==> config.mk <==
export PLATFORM = sky130hd
export DESIGN_NAME = if_fetch_unit
export DESIGN_NICKNAME = d
export VERILOG_FILES = /design/src/rtl/if_fetch_unit.sv
export SDC_FILE = /design/constraint.sdc
export NUM_CORES = 1
export LEC_CHECK = 0
export BUFFER_PORTS_ARGS = -buffer_cell sky130_fd_sc_hd__buf_2
export CAP_MARGIN = 25
export CORE_MARGIN = 4
export CORE_UTILIZATION = 55
export CTS_CLUSTER_DIAMETER = 120
export CTS_CLUSTER_SIZE = 16
export DETAILED_ROUTE_END_ITERATION = 7
export PLACE_DENSITY = 0.86
export SLEW_MARGIN = 10
export SYNTH_ARGS = -nofsm -noshare
export SYNTH_HDL_FRONTEND = slang
export SYNTH_SLANG_ARGS = --single-unit
==> constraint.sdc <==
create_clock -name clk -period 19.55 [get_ports clk]
set_input_delay 2.9325 -clock clk [delete_from_list [all_inputs] [get_ports clk]]
set_output_delay 2.9325 -clock clk [all_outputs]
set_load 0.03 [all_outputs]
==> src/rtl/if_fetch_unit.sv <==
// if_fetch_unit: instruction-fetch stage of the in-order RV core.
// Owns the PC and issues credit-limited requests to instruction memory.
// Buffers in-order responses and drives the IF/ID pipeline register.
// Optional performance counters are compiled in when IF_FETCH_PERF_EN is defined.
module if_fetch_unit #(
  parameter int unsigned                PC_WIDTH    = 32,
  parameter logic [PC_WIDTH-1:0]        RESET_PC    = '0,
  parameter int unsigned                FETCH_DEPTH = 2
) (
  input  logic                clk,
  input  logic                rst,
  input  logic [4:0]          stall,
  input  logic                redirect_valid,
  input  logic [PC_WIDTH-1:0] redirect_pc,
  output logic                imem_req,
  output logic [PC_WIDTH-1:0] imem_addr,
  input  logic                imem_gnt,
  input  logic                imem_rvalid,
  input  logic [PC_WIDTH-1:0] imem_rdata,
  output logic                id_valid,
  output logic [PC_WIDTH-1:0] id_pc,
  output logic [PC_WIDTH-1:0] id_inst,
  output logic                stall_req_if
`ifdef IF_FETCH_PERF_EN
  ,
  output logic [31:0]         perf_starve_cnt,
  output logic [31:0]         perf_discard_cnt
`endif
);

  localparam int unsigned CNT_W = $clog2(FETCH_DEPTH + 1);
  // Wide enough to hold the sum of three counters without overflow.
  localparam int unsigned SUM_W = CNT_W + 2;
  localparam logic [PC_WIDTH-1:0] NOP_INST = PC_WIDTH'(32'h0000_0013);

  logic [PC_WIDTH-1:0] pc_q, pc_d;
  logic [CNT_W-1:0]    inflight_q, inflight_d;
  logic [CNT_W-1:0]    discard_q, discard_d;
  logic [CNT_W-1:0]    buf_cnt_q, buf_cnt_d;
  logic [PC_WIDTH-1:0] pcq_q [FETCH_DEPTH];
  logic [PC_WIDTH-1:0] pcq_d [FETCH_DEPTH];
  logic [PC_WIDTH-1:0] rb_pc_q [FETCH_DEPTH];
  logic [PC_WIDTH-1:0] rb_pc_d [FETCH_DEPTH];
  logic [PC_WIDTH-1:0] rb_inst_q [FETCH_DEPTH];
  logic [PC_WIDTH-1:0] rb_inst_d [FETCH_DEPTH];
  logic                id_valid_q, id_valid_d;
  logic [PC_WIDTH-1:0] id_pc_q, id_pc_d;
  logic [PC_WIDTH-1:0] id_inst_q, id_inst_d;

  logic credit_ok, issue, rsp_drop, rsp_take, rb_push, rb_pop;
  logic unused_bits;

  assign unused_bits = ^{stall[4:2], redirect_pc[1:0]};

  // Issue handshake and response classification.
  always_comb begin
    credit_ok = (SUM_W'(inflight_q) + SUM_W'(discard_q) + SUM_W'(buf_cnt_q)) < SUM_W'(FETCH_DEPTH);
    imem_req  = !rst && !redirect_valid && credit_ok;
    imem_addr = pc_q;
    issue     = imem_req && imem_gnt;
    rsp_drop  = imem_rvalid && (discard_q != '0);
    // A response with nothing outstanding is stray and ignored.
    rsp_take  = imem_rvalid && (discard_q == '0) && (inflight_q != '0);
    rb_push   = rsp_take && !redirect_valid;
    rb_pop    = !redirect_valid && !stall[1] && !stall[0] && (buf_cnt_q != '0);
    stall_req_if = (buf_cnt_q == '0) && !redirect_valid;
  end

  // PC, credit counters and redirect flush.
  always_comb begin
    pc_d       = issue ? pc_q + PC_WIDTH'(4) : pc_q;
    inflight_d = inflight_q + CNT_W'(issue) - CNT_W'(rsp_take);
    discard_d  = discard_q - CNT_W'(rsp_drop);
    buf_cnt_d  = buf_cnt_q + CNT_W'(rb_push) - CNT_W'(rb_pop);
    if (redirect_valid) begin
      pc_d       = {redirect_pc[PC_WIDTH-1:2], 2'b00};
      inflight_d = '0;
      buf_cnt_d  = '0;
      // Any response landing this cycle consumes one outstanding slot, either
      // an already-discarded one or one of the in-flight fetches being killed.
      discard_d  = discard_q + inflight_q - CNT_W'(rsp_drop || rsp_take);
    end
  end

  // Issued-PC queue and response buffer: shift-out head, append at tail.
  always_comb begin
    pcq_d     = pcq_q;
    rb_pc_d   = rb_pc_q;
    rb_inst_d = rb_inst_q;
    if (rsp_take) begin
      for (int i = 0; i < int'(FETCH_DEPTH) - 1; i++) pcq_d[i] = pcq_q[i + 1];
    end
    if (issue) begin
      for (int i = 0; i < int'(FETCH_DEPTH); i++) begin
        if (i == int'(inflight_q) - int'(rsp_take)) pcq_d[i] = pc_q;
      end
    end
    if (rb_pop) begin
      for (int i = 0; i < int'(FETCH_DEPTH) - 1; i++) begin
        rb_pc_d[i]   = rb_pc_q[i + 1];
        rb_inst_d[i] = rb_inst_q[i + 1];
      end
    end
    if (rb_push) begin
      for (int i = 0; i < int'(FETCH_DEPTH); i++) begin
        if (i == int'(buf_cnt_q) - int'(rb_pop)) begin
          rb_pc_d[i]   = pcq_q[0];
          rb_inst_d[i] = imem_rdata;
        end
      end
    end
  end

  // IF/ID register update: redirect > ID stall > deliver > bubble.
  always_comb begin
    id_valid_d = id_valid_q;
    id_pc_d    = id_pc_q;
    id_inst_d  = id_inst_q;
    if (redirect_valid) begin
      id_valid_d = 1'b0;
      id_inst_d  = NOP_INST;
    end else if (stall[1]) begin
      id_valid_d = id_valid_q;
    end else if (rb_pop) begin
      id_valid_d = 1'b1;
      id_pc_d    = rb_pc_q[0];
      id_inst_d  = rb_inst_q[0];
    end else begin
      id_valid_d = 1'b0;
      id_inst_d  = NOP_INST;
    end
  end

  // State registers with asynchronous reset.
  always_ff @(posedge clk or posedge rst) begin
    if (rst) begin
      pc_q       <= RESET_PC;
      inflight_q <= '0;
      discard_q  <= '0;
      buf_cnt_q  <= '0;
      for (int i = 0; i < int'(FETCH_DEPTH); i++) begin
        pcq_q[i]     <= '0;
        rb_pc_q[i]   <= '0;
        rb_inst_q[i] <= '0;
      end
      id_valid_q <= 1'b0;
      id_pc_q    <= '0;
      id_inst_q  <= NOP_INST;
    end else begin
      pc_q       <= pc_d;
      inflight_q <= inflight_d;
      discard_q  <= discard_d;
      buf_cnt_q  <= buf_cnt_d;
      pcq_q      <= pcq_d;
      rb_pc_q    <= rb_pc_d;
      rb_inst_q  <= rb_inst_d;
      id_valid_q <= id_valid_d;
      id_pc_q    <= id_pc_d;
      id_inst_q  <= id_inst_d;
    end
  end

  assign id_valid = id_valid_q;
  assign id_pc    = id_pc_q;
  assign id_inst  = id_inst_q;

`ifdef IF_FETCH_PERF_EN
  logic [31:0] starve_q, drop_q;
  logic        dropped;

  // A response is dropped if already marked for discard or killed by a same-cycle redirect.
  assign dropped = rsp_drop || (redirect_valid && rsp_take);

  // Saturating starvation and discard counters.
  always_ff @(posedge clk or posedge rst) begin
    if (rst) begin
      starve_q <= '0;
      drop_q   <= '0;
    end else begin
      if (stall_req_if && (starve_q != 32'hFFFF_FFFF)) starve_q <= starve_q + 32'd1;
      if (dropped && (drop_q != 32'hFFFF_FFFF))        drop_q   <= drop_q + 32'd1;
    end
  end

  assign perf_starve_cnt  = starve_q;
  assign perf_discard_cnt = drop_q;
`endif

endmodule
### After elaboration in Yosys (flattened, before gate mapping)

Index checks and enable logic that the tools add are counted.

| storage, ports and cells | value |
|---|---|
| bits in registers | 295 |
| input bits | 74 |
| output and inout port bits | 99 |
| word-level logic and storage cells | 81 |

| cells by class | value |
|---|---|
| add/sub/neg operators | 12 |
| order comparisons | 1 |
| equality and inequality tests | 3 |
| multiplexer cells | 23 |
| bitwise logic cells | 2 |
| reductions and logical operators | 27 |

Operator list:

| cell | number |
|---|---|
| 2-to-1 mux 32 bit | 14 |
| 2-to-1 mux 64 bit | 3 |
| logical NOT 32 bit | 2 |
| adder 32 x 3 -> 32 bit (second input constant) | 1 |
| logical AND 1 bit | 11 |
| nonzero test 2 bit | 4 |
| subtractor 2 x 1 -> 2 bit | 4 |
| equality test 2 x 3 -> 1 bit (first input constant) | 2 |
| 2-to-1 mux 2 bit | 3 |
| subtractor 2 x 1 -> 3 bit | 2 |
| adder 2 x 1 -> 2 bit | 2 |
| adder 3 x 2 -> 4 bit | 1 |
| logical NOT 1 bit | 4 |
| logical NOT 2 bit | 2 |
| less-than comparator 4 x 2 -> 1 bit (second input constant) | 1 |
| AND reduction 2 bit | 2 |
| adder 2 x 2 -> 3 bit | 1 |
| 2-to-1 mux 1 bit | 3 |
| AND reduction 3 bit | 1 |
| adder 2 bit | 1 |
| inequality test 2 x 1 -> 1 bit (second input constant) | 1 |
| inverter 1 bit | 2 |
| logical OR 1 bit | 1 |

### Depth between registers and ports, before layout

Gate-level depths: netlist of run 1.

| logic depth | value |
|---|---|
| word-level depth | 8 |
| depth in mapped cells | 15 |
| gate-level depth less buffers | 13 |

### Worst setup path after synthesis of run 1

OpenSTA, ideal clock, no wires.

| path | value |
|---|---|
| path kind | input to output |
| from | in redirect_valid |
| to | out stall_req_if |
| arrival | 4194 ps |
| data required time | 16617 ps |
| setup slack | 12423 ps |
| cell stages on the path | 4 |
| buffers on the path | 3 |
| path through | buf_2 clkbuf_1 clkbuf_1 nor3_1 |

| between the ends | value |
|---|---|
| longest elaborated chain between the ends | 2 |

RTL lines:

| element | RTL line | text |
|---|---|---|
| start, declared | 13 | `input logic redirect_valid,` |
| logical NOT 1 bit | 66 | `stall_req_if = (buf_cnt_q == '0) && !redirect_valid;` |
| logical AND 1 bit | 66 |  |
| end, declared | 23 | `output logic stall_req_if` |

No other way between the ends.

### Worst setup path after layout of run 1

| path | value |
|---|---|
| from | in rst |
| to | out imem_req |

| between the ends | value |
|---|---|
| longest elaborated chain between the ends | 3 |

RTL lines:

| element | RTL line | text |
|---|---|---|
| start, declared | 11 | `input logic rst,` |
| logical NOT 1 bit (no line) | - |  |
| logical AND 1 bit (2 in a row) | 58 | `imem_req = !rst && !redirect_valid && credit_ok;` |
| end, declared | 15 | `output logic imem_req,` |

No other way between the ends.

==> metrics, run 1 <==
Max-slew headroom 0.305; Post CTS Setup Buffer Count 0; met1 Usage GRT 0.313; crit-path cells buf_2 > nor4b_1 > nor2b_1 > buf_2; Startpoint Class input pin; largest net degree at the start of global routing 137; hold path cells 2; sequential area share after synthesis 0.574; HPWL after DPL 17700 µm; fin crit period 7.03 ns; 1st-iter DRT viols 843; CTS tree done; htree depth 1; CP max-delay cell nor4b_1; Worst Path Buf+Inv 2; top_reg_cell synth dfrtp_1; DRC violations left 0; CTS Hold Bufs 0; Avg Inst Size Synth 10.9 µm²; Synth top area share 0.568; measured slew at the worst slew-check pin 1.04 ns; R2R Path End inflight_q[1]; Fmax achieved 142 MHz; WS Path Type in -> out; most frequent cells in the layout 288 x dfrtp_1, 260 x nand2_1, 165 x buf_2; Int Pwr 1.02 mW; CP arrival 4.10 ns; fillcell total 1748; DP Area 13600 µm²; clk root buf clkbuf_16; DIE HEIGHT 160 µm; Hold Path Class reg -> reg; EDFF count, synth 0; Antenna Nets Post-Route 0; outcome finished, final reports clean; VDD IR-drop max 57.0 µV; clk_skew 0.0202 ns; Worst EP required 16.62 ns; nature of the critical path endpoint output port; GRT Resource Usage Total 0.218; Hold EP id_pc[17]; vias per inst 5.82; critical path peak fanout 2; Hold Startpoint id_pc[17]; first-pass GRT wire length 46800 µm; RSZ-0062 raised after global routing false; Ys Warns 0; clock share of power 0.285; met2 GRT Util 0.349; initial core utilization 0.560; clock slew at reported path FFs 0.07 ns; Die Area 25600 µm²; Reg2Reg Launch Point buf_cnt_q[1]; Synth async-reset ratio 1.00; DR vias 9127; Mapped Cells 1160; fin nets 1366; CTS sink count 291; drt pass-1 iters 7; Switch Pwr 423 µW; initial antenna violation count 1; placer's final routability congestion estimate 0.868; Hold Fails Final Rpt 0; post-route insts no fill 1569; GR peak layer met2; vias in the first global route 9167; commonest non-fill, non-tap cell in the layout dfrtp_1; Final TNS setup 0 ns; r2r setup slk 15.68 ns; leakage power figure 7.52 nW; Clock Latency Late Sink 0.52 ns; most frequent CP cell buf_2; I/O Buffers 165; crit-path leading delay family simple AND/OR/NAND/NOR gates; P&R area growth vs syn 12.2%; Pins Over Slew Limit 0; # setup viols final 0; Boundary Pins 173; GR Overflow Total 0; Gate power share 0.157; met3 Usage GRT 0.0356; Core Area 22600 µm²; final WL 28100 µm; slowest cell delay on critical path 0.60 ns; switching share of power 0.293; number of distinct library cells after synthesis 56; Final Instance Area 14200 µm²; die width 160 µm; Synth area leader dfrtp_1; pwr dens 101 nW/µm²; # rows 55; utilization after layout 0.629; post-cts resize count 0; cts bufs inserted 22; max_cap viols 0; drt wl/cell 17.9 µm; Reg power frac 0.558; clk buf depth 3; share of cells above drive strength 1 0.196; Synth area leaders dfrtp_1 57%, nand2_1 7.7%, mux2_1 5.3%, mux2i_1 5.3%, o21ai_0 2.8%; post-placement cell count 1535; Post-Synthesis Cell Area 12700 µm²; Synth Register Bits 291; Tcrit/Tclk final 0.360; WHS 0.468 ns; FF-to-FF path depth 14
[worst max path at each step]
stage / from / to / slack, ns / cells past startpoint
after floorplan: rst / buf_cnt_q[0] / 8.59 / 1
after global placement: rst / imem_req / 12.53 / 4
after detailed placement: rst / imem_req / 12.53 / 4
after CTS: rst / imem_req / 12.53 / 4
after global routing: rst / imem_req / 12.52 / 4
final: rst / imem_req / 12.52 / 4
[through the flow]
stage	worst slack, ns	total power [mW]
after floorplan	8.59	0.961
after global placement	12.53	1.02
after detailed placement	12.53	1.04
after CTS	12.53	1.45
after global routing	12.52	1.52
final	12.52	1.44
[tightest hold or removal path: stages (launching register included)]
cell and delay (ns):
dfrtp_1 0.34, nand2_1 0.05, nand2_1 0.05
[kinds of logic (layout without fill, tap and decap cells)]
kind of cell	Yosys count	in the layout	synth area share
AOI/OAI and AO/OA	189	189	0.0954
xor gates and xnor gates	14	14	0.00966
adders and majority gates	16	16	0.0164
buffers and inverters	108	230	0.0399
DFF	291	291	0.574
muxes	157	157	0.133
other	1	3	0.000296
and+or+nand+nor	384	384	0.131
[power groups by stage]
stage               sequential (mW)  combinational (mW)  clock, mW
finish                        0.807               0.226      0.412
floorplan                     0.799               0.162          0
global route                  0.822               0.257      0.444
global placement              0.809               0.211          0
detailed placement            0.815               0.224          0
CTS                           0.806               0.226      0.421
[layout make-up]
type / count / area, µm² / share of cell area
Sequential cell: 291 / 7290 / 0.512
Multi-Input combinational cell: 762 / 4930 / 0.346
Timing Repair Buffer: 179 / 971 / 0.0682
Clock buffer: 29 / 577 / 0.0405
Tap cell: 285 / 357 / 0.0250
Inverter: 20 / 83.8 / 0.00589
Clock inverter: 2 / 32.5 / 0.00228
Antenna cell: 1 / 2.50 / 0.000176
[synth_stat cells, types with 3 or more instances]
cell      number
or3_1          5
buf_6          6
nor2b_1        8
clkbuf_1      48
buf_4          7
o22a_1         3
a22o_1        30
o211ai_1       3
ha_1          15
mux2_1        60
mux2_2        30
buf_1          4
nand2b_1       4
nor2_1        44
a21oi_1        6
dfstp_2        3
inv_1         17
xnor2_1        9
nor3_1         6
a221o_1       11
xor2_1         5
a22oi_1        6
nand2_1      260
nor4_1         9
a31oi_1       31
o21ai_0       71
o21ai_1       21
mux2i_1       67
and3_1         5
dfrtp_1      288
nand3_1       14
nand4_1       12
and4_1         3
buf_2         21
[metal layers]
metal / part of all wire / vias to the layer above / routed length, µm
met5: 0 / - / 0
met4: 0.028 / 0 / 772
met3: 0.066 / 52 / 1840
met2: 0.46 / 321 / 13000
met1: 0.44 / 4525 / 12500
li1: - / 4229 / -
[state kept, by name, summed over array words and instances, names as in the netlist]
name        flops
rb_inst_q      64
id_pc          32
inflight_q      2
pcq_q          62
imem_addr      30
id_inst        32
buf_cnt_q       2
rb_pc_q        64
id_valid        1
discard_q       2
No activity file was read; power rests on OpenSTA's default activity.
==> run 2: changes to the inputs <==
Settings changed: CORE_UTILIZATION 55 to 52, PLACE_DENSITY 0.86 to 0.85.
Clock period 19.55 ns to 5.7 ns, I/O delays scaled along.
==> metrics, run 2 (synthesis results as in run 1) <==
outcome finished, final reports clean; DRC violations left 0; Die Area 27000 µm²; post-cts resize count 0; HPWL after DPL 18400 µm; first-pass GRT wire length 46200 µm; CTS sink count 291; largest registers rb_inst_q (64), rb_pc_q (64), pcq_q (62); Post CTS Setup Buffer Count 0; I/O Buffers 165; CTS tree done; initial core utilization 0.534; drt pass-1 iters 5; clk_skew 0.0179 ns; fillcell total 1886; CP arrival 4.16 ns; Clock Latency Late Sink 0.51 ns; Max-slew headroom 0.340; GRT Resource Usage Total 0.211; Pins Over Slew Limit 0; placer's final routability congestion estimate 0.833; Core Area 23800 µm²; most frequent cells in the layout 288 x dfrtp_1, 260 x nand2_1, 165 x buf_2; fin nets 1367; CP max-delay cell nor4b_1; Worst EP required 6.08 ns; drt wl/cell 17.7 µm; share of cells above drive strength 1 0.195; Hold Fails Final Rpt 0; commonest non-fill, non-tap cell in the layout dfrtp_1; initial antenna violation count 0; Boundary Pins 173; crit-path cells inv_1 > fa_1 > inv_1 > ha_1 > nor4b_1 > and3b_1 > buf_4 > inv_2 > ha_1 > inv_1 > ha_1 > xnor2_1 > xnor2_1 > nor2_1; Final TNS setup 0 ns; Antenna Nets Post-Route 0; Fmax achieved 264 MHz; clock slew at reported path FFs 0.07 ns; nature of the critical path endpoint flip-flop; largest net degree at the start of global routing 167; GR peak layer met2; clk buf depth 3; pwr dens 350 nW/µm²; htree depth 1; max_cap viols 0; WS Path Type reg -> reg; GR Overflow Total 0; met2 GRT Util 0.352; slowest cell delay on critical path 0.50 ns; cts bufs inserted 22; Hold Path Class reg -> reg; fin crit period 3.79 ns; VDD IR-drop max 233 µV; Startpoint Class flip-flop; utilization after layout 0.603; Tcrit/Tclk final 0.664; CTS Hold Bufs 0; DR vias 9127; # setup viols final 0; DIE HEIGHT 164 µm; die width 164 µm; Antenna Cells 0; # rows 56; final WL 28500 µm; FF-to-FF path depth 14; Multi-input gate area 4930 µm²; vias in the first global route 9127; flip-flop and latch area 7290 µm²; clk root buf clkbuf_16; hold path cells 2; measured slew at the worst slew-check pin 0.986 ns; vias per inst 5.66; met1 Usage GRT 0.290; met3 Usage GRT 0.0331; critical path peak fanout 26; P&R area growth vs syn 12.8%; leakage power figure 7.53 nW; 1st-iter DRT viols 903; RSZ-0062 raised after global routing false
[run 2: changes by cell type in the layout (fill, tap and decap cells not counted), sizes merged]
cell | previous run | this run
clkinv | 3 | 2
clkbuf | 29 | 39
inv | 19 | 18
buf | 179 | 180
clkinvlp | 0 | 1
diode | 1 | 0
[run 2: through the flow]
stage	hold WS, ns	area (µm²)	worst slack [ns]	power [mW]	std cells
after detailed placement	0.455	13700	1.95	3.57	1572
after CTS	0.472	14300	1.89	5.05	1612
after global placement	0.451	13600	2.03	3.50	1571
after floorplan	0.438	12700	0.986	3.30	1161
after global routing	0.490	14300	1.63	5.28	1612
final	0.469	14300	1.91	5.01	1612
[run 2: final cells by class]
class	instances	share of cell area
multi-input cells	762	0.344
inverters	20	0.00559
clock inverters	1	0.00114
well taps	319	0.0279
clock buffers	39	0.0444
repair buffers	180	0.0678
flip-flops and latches	291	0.509
[run 2: path summary, 6_finish.rpt]
path / endpoint / startpoint / slack [ns]
max: inflight_q[1] / buf_cnt_q[1] / 1.91
min: id_pc[5] / id_pc[5] / 0.47
max reg2reg: inflight_q[1] / buf_cnt_q[1] / 1.91
min reg2reg: id_pc[5] / id_pc[5] / 0.47
max in group asynchronous: rb_pc_q[12] / rst / 3.75
min in group asynchronous: buf_cnt_q[0] / rst / 0.63
[run 2: metal layers]
layer  share of wire  wire length [µm]  up-vias
met3           0.068              1950       39
met5               0                 0        -
met1            0.43             12300     4511
li1                -                 -     4249
met2            0.48             13700      328
met4           0.019               529        0
[run 2: power by group]
part | switching (mW) | internal (mW)
sequential | 0.319 | 2.45
combinational | 0.438 | 0.340
clock | 0.700 | 0.760
[run 2: worst max-delay path: cells and delay by family (launching register included)]
family | cells | cell delay (ns)
DFF | 1 | 0.47
buffers and inverters | 5 | 0.77
and+or+nand+nor | 3 | 0.80
adders and majority gates | 4 | 1.29
xor gates and xnor gates | 2 | 0.31
==> run 3: changes to the inputs <==
Settings changed: CORE_UTILIZATION 52 to 55, PLACE_DENSITY 0.85 to 0.86.
Clock period 5.7 ns to 3.6 ns, I/O delays scaled along.
==> metrics, run 3 (synthesis results as in run 1) <==
P&R area growth vs syn 12.7%; fin nets 1371; largest net degree at the start of global routing 108; CP arrival 2.85 ns; I/O Buffers 165; clk buf depth 3; VDD IR-drop max 337 µV; drt wl/cell 18.2 µm; Hold Fails Final Rpt 0; Int Pwr 5.60 mW; clk_skew 0.0195 ns; Pins Over Slew Limit 0; # setup viols final 0; Hold Path Class in -> async; pwr dens 553 nW/µm²; Core Area 22600 µm²; most frequent CP cell inv_1; clock slew at reported path FFs 0.07 ns; final WL 28600 µm; Max-slew headroom 0.346; outcome finished, final reports clean; CP max-delay cell fa_1; CTS Hold Bufs 0; die width 160 µm; CTS sink count 291; 1st-iter DRT viols 843; Tcrit/Tclk final 0.942; RSZ-0062 raised after global routing false; critical path peak fanout 5; DR vias 9225; utilization after layout 0.632; Startpoint Class flip-flop; WS Path Type reg -> out; switching share of power 0.292; slowest cell delay on critical path 0.50 ns; dpl ws 0.270 ns; initial core utilization 0.560; # rows 55; Gate power share 0.156; post-placement cell count 1542; R2R Path End pcq_q[52]; Switch Pwr 2.31 mW; Fmax achieved 295 MHz; GRT Resource Usage Total 0.222; FF-to-FF path depth 11; Post CTS Setup Buffer Count 0; fin crit period 3.39 ns; max_cap viols 0; post-route insts no fill 1576; clock share of power 0.288; Reg power frac 0.556; vias per inst 5.85; HPWL after DPL 18500 µm; placer's final routability congestion estimate 0.899; Worst Path Buf+Inv 3; first-pass GRT wire length 47400 µm; commonest non-fill, non-tap cell in the layout dfrtp_1; DRC violations left 0; initial antenna violation count 1; nature of the critical path endpoint output port; Clock Latency Late Sink 0.52 ns; Reg2Reg Launch Point buf_cnt_q[1]; Antenna Nets Post-Route 0; crit-path leading delay family adder cells; WHS 0.101 ns; DIE HEIGHT 160 µm; crit-path cells inv_1 > fa_1 > inv_1 > ha_1 > nor4b_1 > nor2b_1 > buf_2; Die Area 25600 µm²; Worst EP required 3.06 ns; GR Overflow Total 0; most frequent cells in the layout 288 x dfrtp_1, 260 x nand2_1, 165 x buf_2; Final Worst Setup Slack 0.208 ns; drt pass-1 iters 6; vias in the first global route 9305; htree depth 1; leakage power figure 7.54 nW; r2r setup slk 0.21 ns; cts bufs inserted 22; Boundary Pins 173; clk root buf clkbuf_16; post-cts resize count 0; measured slew at the worst slew-check pin 0.978 ns; largest registers rb_inst_q (64), rb_pc_q (64), pcq_q (62); share of cells above drive strength 1 0.198; CTS tree done
==> run 3: cell count changes in the layout (fill, tap and decap cells not counted) <==
cell | previous run | this run
buf_4 | 13 | 15
buf_12 | 1 | 4
diode_2 | 0 | 1
buf_16 | 1 | 0
clkbuf_1 | 16 | 9
==> run 3: worst max path at each step <==
stage / from / to / cells after the start
after global routing: buf_cnt_q[1] / pcq_q[38] / 11
after CTS: buf_cnt_q[1] / imem_req / 7
final: buf_cnt_q[1] / imem_req / 7
after detailed placement: buf_cnt_q[1] / pcq_q[26] / 10
after global placement: buf_cnt_q[1] / pcq_q[12] / 10
after floorplan: rst / buf_cnt_q[0] / 1
==> run 3: routing by layer <==
metal  vias to the layer above  global-route usage  part of all wire
li1                       4244                   -                 -
met1                      4553               0.310              0.44
met2                       377               0.362              0.47
met3                        51              0.0397             0.067
met4                         0              0.0634             0.021
met5                         -                   0                 0
==> run 3: stage by stage <==
step / setup TNS (ns) / instance area (µm²) / total power, mW
after floorplan: -230.03 / 12700 / 5.22
after global placement: 0 / 13700 / 5.54
after detailed placement: 0 / 13700 / 5.66
after CTS: 0 / 14300 / 7.96
after global routing: 0 / 14300 / 8.34
final: 0 / 14300 / 7.91
==> run 3: area by class of cell <==
type / instances / area, µm²
fillers: 1707 / 8340
flip-flops and latches: 291 / 7290
multi-input cells: 762 / 4930
repair buffers: 184 / 1020
clock buffers: 32 / 609
well taps: 285 / 357
inverters: 20 / 80.1
clock inverters: 1 / 16.3
diodes: 1 / 2.50
==> run 3: power by group through the flow <==
stage                     sequential, mW  clock [mW]  combinational (mW)
final                               4.39        2.28                1.23
after global routing                4.47        2.47                1.40
after CTS                           4.38        2.34                1.24
after detailed placement            4.44           0                1.22
after global placement              4.39           0                1.15
after floorplan                     4.34           0               0.880
